[src/rtl/regfile_2r2w.sv]
// regfile_2r2w: parameterised 2-read / 2-write register file for the 8-bit CPU datapath.
// Reads are registered and see same-edge writes (write-first). Port 1 wins when both
// write ports target the same entry. After reset or a clr_req pulse, a clear sequencer
// zeroes the entries one per cycle. The file is not usable while that walk runs.
// Optional build macro: R0_ZERO_EN hardwires entry 0 to zero. Writes to address 0 are
// dropped, and reads of address 0 return 0.
//
// state    | meaning
// ---------+--------------------------------------------------------------
// ST_CLEAR | zeroing entry r_clr_cnt each cycle; ready=0, writes/reads off
// ST_READY | normal operation; clr_req restarts the clear walk at entry 0

module regfile_2r2w #(
   parameter int DATA_W = 8,
   parameter int ADDR_W = 3
) (
   input  logic              clk,
   input  logic              rst_n,
   input  logic              clr_req,
   input  logic              w_en1,
   input  logic [ADDR_W-1:0] addr_w1,
   input  logic [DATA_W-1:0] buf_w1,
   input  logic              w_en2,
   input  logic [ADDR_W-1:0] addr_w2,
   input  logic [DATA_W-1:0] buf_w2,
   input  logic              r_en,
   input  logic [ADDR_W-1:0] addr_r1,
   input  logic [ADDR_W-1:0] addr_r2,
   output logic [DATA_W-1:0] buf_r1,
   output logic [DATA_W-1:0] buf_r2,
   output logic              rd_valid,
   output logic              ready
);

   localparam int DEPTH = 2 ** ADDR_W;
   localparam logic [ADDR_W-1:0] LAST_IDX = ADDR_W'(DEPTH - 1);

   typedef enum logic {
      ST_CLEAR = 1'b0,
      ST_READY = 1'b1
   } state_t;

   state_t              r_state;
   logic [ADDR_W-1:0]   r_clr_cnt;
   logic                r_ready;
   logic [DATA_W-1:0]   r_mem [DEPTH];
   logic [DATA_W-1:0]   r_buf_r1;
   logic [DATA_W-1:0]   r_buf_r2;
   logic                r_rd_valid;

   logic                w_wr_ok;
   logic                w_collide;
   logic                w_a1_ok;
   logic                w_a2_ok;
   logic                w_acc1;
   logic                w_acc2;
   logic [DATA_W-1:0]   w_rd1;
   logic [DATA_W-1:0]   w_rd2;

   // A clear request in READY takes priority over any write on the same edge.
   assign w_wr_ok   = r_ready & ~clr_req;
   assign w_collide = w_en1 & w_en2 & (addr_w1 == addr_w2);

`ifdef R0_ZERO_EN
   assign w_a1_ok = (addr_w1 != '0);
   assign w_a2_ok = (addr_w2 != '0);
`else
   assign w_a1_ok = 1'b1;
   assign w_a2_ok = 1'b1;
`endif

   // A port-2 write that collides with port 1 is dropped even if port 1's own
   // write is dropped (e.g. address 0 with R0 hardwired).
   assign w_acc1 = w_wr_ok & w_en1 & w_a1_ok;
   assign w_acc2 = w_wr_ok & w_en2 & w_a2_ok & ~w_collide;

   // Read port 1 data with write-first bypass; port 1 bypass overrides port 2.
   always_comb begin
      w_rd1 = r_mem[addr_r1];
      if (w_acc2 && (addr_w2 == addr_r1)) w_rd1 = buf_w2;
      if (w_acc1 && (addr_w1 == addr_r1)) w_rd1 = buf_w1;
`ifdef R0_ZERO_EN
      if (addr_r1 == '0) w_rd1 = '0;
`endif
   end

   // Read port 2 data with write-first bypass; port 1 bypass overrides port 2.
   always_comb begin
      w_rd2 = r_mem[addr_r2];
      if (w_acc2 && (addr_w2 == addr_r2)) w_rd2 = buf_w2;
      if (w_acc1 && (addr_w1 == addr_r2)) w_rd2 = buf_w1;
`ifdef R0_ZERO_EN
      if (addr_r2 == '0) w_rd2 = '0;
`endif
   end

   // Clear sequencer FSM. ready is registered and rises with the move to ST_READY.
   always_ff @(posedge clk or negedge rst_n) begin
      if (!rst_n) begin
         r_state   <= ST_CLEAR;
         r_clr_cnt <= '0;
         r_ready   <= 1'b0;
      end else begin
         case (r_state)
            ST_CLEAR: begin
               if (r_clr_cnt == LAST_IDX) begin
                  r_state <= ST_READY;
                  r_ready <= 1'b1;
               end else begin
                  r_clr_cnt <= r_clr_cnt + 1'b1;
               end
            end
            ST_READY: begin
               if (clr_req) begin
                  r_state   <= ST_CLEAR;
                  r_clr_cnt <= '0;
                  r_ready   <= 1'b0;
               end
            end
            default: begin
               r_state   <= ST_CLEAR;
               r_clr_cnt <= '0;
               r_ready   <= 1'b0;
            end
         endcase
      end
   end

   // Storage. There is no reset here; the clear walk zeroes every entry.
   // A collision never enables both ports, so the two writes below never alias.
   always_ff @(posedge clk) begin
      if (r_state == ST_CLEAR) begin
         r_mem[r_clr_cnt] <= '0;
      end else begin
         if (w_acc1) r_mem[addr_w1] <= buf_w1;
         if (w_acc2) r_mem[addr_w2] <= buf_w2;
      end
   end

   // Registered read ports. Outputs are zero whenever no read was performed.
   always_ff @(posedge clk or negedge rst_n) begin
      if (!rst_n) begin
         r_buf_r1   <= '0;
         r_buf_r2   <= '0;
         r_rd_valid <= 1'b0;
      end else if (r_en && r_ready) begin
         r_buf_r1   <= w_rd1;
         r_buf_r2   <= w_rd2;
         r_rd_valid <= 1'b1;
      end else begin
         r_buf_r1   <= '0;
         r_buf_r2   <= '0;
         r_rd_valid <= 1'b0;
      end
   end

   assign buf_r1   = r_buf_r1;
   assign buf_r2   = r_buf_r2;
   assign rd_valid = r_rd_valid;
   assign ready    = r_ready;

endmodule

[config.mk]
export PLATFORM = sky130hd
export DESIGN_NAME = regfile_2r2w
export DESIGN_NICKNAME = d
export VERILOG_FILES = /design/src/rtl/regfile_2r2w.sv
export SDC_FILE = /design/constraint.sdc
export NUM_CORES = 1
export LEC_CHECK = 0
export ABC_AREA = 1
export CAP_MARGIN = 40
export CORE_MARGIN = 10
export CORE_UTILIZATION = 50
export CTS_CLUSTER_SIZE = 16
export DETAILED_ROUTE_END_ITERATION = 7
export GPL_TIMING_DRIVEN = 0
export PLACE_DENSITY_LB_ADDON = 0.05
export SLEW_MARGIN = 20
export SYNTH_ARGS = -nofsm -noshare
export SYNTH_HDL_FRONTEND = slang
export SYNTH_SLANG_ARGS = --single-unit
export TNS_END_PERCENT = 30
[constraint.sdc]
create_clock -name clk -period 2.3 [get_ports clk]
set_input_delay 0.46 -clock clk [delete_from_list [all_inputs] [get_ports clk]]
set_output_delay 0.46 -clock clk [all_outputs]
set_load 0.1 [all_outputs]
; Word-level counts from Yosys, hierarchy flattened
; Memory sizes are Yosys's and may differ from the RTL's.
; Index checks and enable logic that the tools add are counted.
[totals]
register_bits = 22
mem_bits_rw = 64
out_inout_bits = 18
n_memories = 1
[op_classes]
n_addsub = 1
eq_ne = 9
muxes = 26
bitwise_logic = 9
reduce_logical = 8
[mem_list]
columns = name, depth, width, read_ports, rd_clocked_by_memory_dff, write_ports, line_no
row1 = r_mem, 8, 8, 2, 0, 2, 46  ; logic [DATA_W-1:0] r_mem [DEPTH];
[ops]
columns = cell, count
row1 = $mux 8, 7
row2 = $eq 3x3->1, 5
row3 = $mux 1, 13
row4 = $mux 3, 3
row5 = $reduce_or 8->1, 1
row6 = $and 1x1->1, 6
row7 = $ne 2x2->1 const B, 3
row8 = $pmux 3 s2, 1
row9 = $logic_and 1x1->1, 5
row10 = $pmux 1 s2, 2
row11 = $reduce_and 2->1, 2
row12 = $add 3x1->3 const B, 1
row13 = $eq 3x3->1 const B, 1
row14 = $not 1->1, 3

; Logic depth before layout (Yosys ltp)
[logic_depth]
word_depth = 8
mapped_depth = 12
ltp_nobuf = 10

; Worst setup path after synthesis
; Ideal clock, no wire load.
[synth_timing]
kind = flip-flop to flip-flop
from = reg r_ready, in the netlist ready
to = mem r_mem[0][0] (enable)
setup_time_ns = 0.384
arrival_time_ns = 2.413
path_slack_ns = -0.497
stages_incl_launch_ff = 6
path_buffers = 1
synth_period_minus_slack_ns = 2.797
cell_sequence = dfrtp_1 nand4_1 clkbuf_1 o21ai_0 nand2_1 o21ai_0
[synth_rtl]
columns = item, line_no
row1 = start: declaration, 45  ; logic r_ready;
row2 = start signal: assignment, 102  ; r_ready <= 1'b0;
row3 = start signal: assignment, 108  ; r_ready <= 1'b1;
row4 = start signal: assignment, 117  ; r_ready <= 1'b0;
row5 = end: declaration, 46

==> summary.md <==
| Metric | Value |
|---|---|
| Final max-slew violation count | `0` |
| Reg power frac | `0.384` |
| Metal3 WL | `2185 µm` |
| Final ANT Viol Nets | `0` |
| Maximum VDD drop | `0.7148 mV` |
| Worst setup path endpoint | `r_mem[2][0]$_DFFE_PP_` |
| Adder-Cell Fraction of Synth Area | `0.004263` |
| Max_slew headroom | `0.5833` |
| Initial antenna violation count | `0` |
| Detailed-route via count | `6,097` |
| HP Class | `primary input to asynchronous set/reset pin` |
| Starting Density | `0.5118` |
| Row Count | `39` |
| NetSw | `0.002178 W` |
| Register area share after synthesis | `0.4212` |
| Final worst path period need | `2.225 ns` |
| Switching Fraction | `0.3868` |
| Vias per Instance | `5.630` |
| Post-synthesis compound-gate area fraction | `0.09103` |
| Crit. End Element | `register` |
| Num ports | `52` |
| Synthesized area | `5869 µm²` |
| P_int | `0.003454 W` |
| Final WL | `21,390 µm` |
| Pwr dens | `769.3 nW/µm²` |
| R2R cell count | `5` |
| Drt first pass iters | `6` |
| FF-to-FF End | `r_mem[2][0]$_DFFE_PP_` |
| Setup crit start kind | `primary input` |
| Die H | `128.3 µm` |
| Cts hold-fix bufs | `0` |
| Yosys cell types | `27` |
| Grt ovf | `0` |
| Crit-path slowest cell | `clkdlybuf4s50_1` |
| PortBufs | `45` |
| Mapped Avg Cell Area | `6.954 µm²` |
| Pleak | `3.781 nW` |
| M1 WL | `8321 µm` |
| Die X | `128.3 µm` |
| Logic pwr share | `0.383` |
| TritonCTS Buffers | `9` |
| Flops & latches, synth | `86` |
| Die area | `16,470 µm²` |
| Max Cap Viol | `0` |
| WHS | `0.4605 ns` |
| Largest net degree at the start of global routing | `14` |
| TritonCTS clock tree | `built` |
| Clk_skew | `0.006400 ns` |
| Largest family of logic cells by synthesized area | `simple AND/OR/NAND/NOR gates` |
| Worst setup path start | `clr_req` |
| Worst-Skew Late Latency | `0.35 ns` |
| Highest metal used | `met4` |
| Post-Syn Nets | `880` |
| Placeable Area | `11,470 µm²` |
| Final Power | `0.005632 W` |
| Critical path arrival | `2.26 ns` |
| Simple-Gate Fraction of Synth Area | `0.3524` |
| YS warnings | `0` |
| Final worst path period share | `0.9672` |
| Fin. Hold Viols | `0` |
| Synth Instances | `844` |
| # H-tree levels | `3` |
| Data required time of the worst path | `2.33 ns` |
| GR Util All Layers | `0.2583` |
| CTS Root Buffer Type | `clkbuf_16` |
| CP Cell Sequence | `clkdlybuf4s50_1, inv_1, nand4_1, buf_4, o21ai_0, nand2_2, o21ai_4` |
| Setup CP Type | `primary input to register` |
| CTS max path bufs | `2` |
| Slew @ Worst Pin | `0.6243 ns` |
| Multiplexer share of the synthesized area | `0` |
| Detailed placer's ending HPWL | `16,320 µm` |
| Crit-path max FO | `10` |
| Clk slew on worst S/H paths | `0.06 ns` |
| Routability cong. | `0.9833` |
| First-iteration detailed-routing DRC count | `975` |
| Share of layout cells above drive strength 1 | `0.1096` |
| Post-DR wirelength/cell | `19.75 µm` |
| Routed wl met2 | `10,110 µm` |
| Layout area overhead | `24.73%` |
| Diodes inserted | `0` |
| Status | `complete, no violations` |
| RSZ-0062 raised after global routing | `yes` |
| Vias in the first global route | `5,791` |
| Max incr delay on CP | `0.44 ns` |
| Worst r2r src | `r_state$_DFF_PN0_` |
| DRC violations left | `0` |
| Setup violators final | `0` |
| Register-to-register setup slack | `0.25 ns` |
| Nets@finish | `972` |
| Sink Count | `86` |
| Clk pwr share | `0.234` |
| Fmax | `0.4495 GHz` |
| First-pass GRT wire length | `32,260 µm` |
| Post-synthesis xor/xnor area fraction | `0.008953` |
## flip-flops by register name (all words and copies together) (netlist names)
| register | flops |
|---|---|
| buf_r1 | 8 |
| ready | 1 |
| rd_valid | 1 |
| r_mem | 64 |
| r_clr_cnt | 3 |
| buf_r2 | 8 |
| r_state | 1 |
## placed cells by master, fill, tap and decap left out, drive strengths merged, types with 19 or more instances in the layout
cell type / n
o21ai: 91
clkbuf: 32
nand4: 19
dfrtp: 22
clkdlybuf4s50: 42
buf: 52
nand2: 356
edfxtp: 64
nand3: 83
nor2: 25
inv: 127
## synthesized netlist by cell type, drive strengths merged
| master | n | area [µm²] |
|---|---|---|
| a21oi | 4 | 20.02 |
| a22o | 2 | 17.52 |
| buf | 15 | 133.9 |
| clkbuf | 23 | 86.33 |
| clkinv | 4 | 15.01 |
| dfrtp | 22 | 550.5 |
| edfxtp | 64 | 1922 |
| ha | 2 | 25.02 |
| inv | 127 | 481.7 |
| nand2 | 356 | 1411 |
| nand3 | 83 | 415.4 |
| nand4 | 19 | 118.9 |
| nor2 | 25 | 122.6 |
| o211ai | 1 | 7.510 |
| o21ai | 91 | 489.2 |
| xnor2 | 4 | 35.03 |
| xor2 | 2 | 17.52 |
## stage by stage
step	TNS (ns)	setup slack [ns]	area [µm²]	utilization	std cells
6_report	0	0.07543	7321	0.6384	1083
5_1_grt	-1.678	-0.05256	7321	0.6384	1083
4_1_cts	-0.7770	-0.05715	7273	0.6343	1082
3_5_place_dp	-52.16	-0.8025	6884	0.6003	1061
3_3_place_gp	-75.65	-1.141	6502	0.5670	1032
2_1_floorplan	-0.4572	-0.01429	5873	-	844
## cell type report
class | instances | area (µm²)
Buffer | 38 | 226.5
Clock buffer | 10 | 229.0
Clock inverter | 5 | 27.53
Fill cell | 1042 | 4146
Inverter | 131 | 496.7
Multi-Input combinational cell | 589 | 2754
Sequential cell | 86 | 2476
Tap cell | 143 | 178.9
Timing Repair Buffer | 81 | 932.1
## cells by family after synthesis
| logic type | after synthesis |
|---|---|
| AND/OR/NAND/NOR | 483 |
| adder cells (fa/ha/maj) | 2 |
| XOR/XNOR | 6 |
| AO/OA/AOI/OAI | 98 |
| buffers and inverters | 169 |
| flip-flops | 86 |
## power by group through the flow
| stage | clock [W] | combinational [W] | sequential (W) |
|---|---|---|---|
| after floorplan | 0 | 0.000911 | 0.00245 |
| after global placement | 0 | 0.00172 | 0.00219 |
| after detailed placement | 0 | 0.00192 | 0.00219 |
| after CTS | 0.00131 | 0.00209 | 0.00216 |
| after global routing | 0.00137 | 0.00231 | 0.00219 |
| final | 0.00132 | 0.00216 | 0.00216 |
## critical path: cells and delay by family
kind | cells | cell delay [ns]
buf+inv | 3 | 0.81
compound gates | 2 | 0.52
simple gates | 2 | 0.45
## how the worst min path moves through the flow
| stage | from | end | slack [ns] | depth (start not counted) |
|---|---|---|---|---|
| final | rst_n | rd_valid$_DFF_PN0_ | 0.46 | 1 |
| after global routing | rst_n | buf_r2[2]$_DFF_PN0_ | 0.53 | 1 |
| after CTS | rst_n | buf_r2[2]$_DFF_PN0_ | 0.48 | 1 |
| after detailed placement | r_clr_cnt[0]$_DFFE_PN0P_ | r_clr_cnt[0]$_DFFE_PN0P_ | 0.52 | 2 |
| after global placement | r_clr_cnt[0]$_DFFE_PN0P_ | r_clr_cnt[0]$_DFFE_PN0P_ | 0.49 | 2 |
| after floorplan | rst_n | buf_r1[0]$_DFF_PN0_ | 0.16 | 0 |
## routing by layer
layer	global-route usage	up-vias
met5	0	-
met4	0.1093	0
met3	0.03819	51
met2	0.4179	363
met1	0.3379	2823
li1	-	2860
## what timing repair did
| item | CTS | global route |
|---|---|---|
| endpoints found under the setup margin | 64 | 63 |
| resized for setup | 18 | 19 |
| setup buffers | 6 | 0 |
| cloned | 0 | 0 |
| pin swaps | 4 | 4 |
Power figures use the tool's default switching activity.
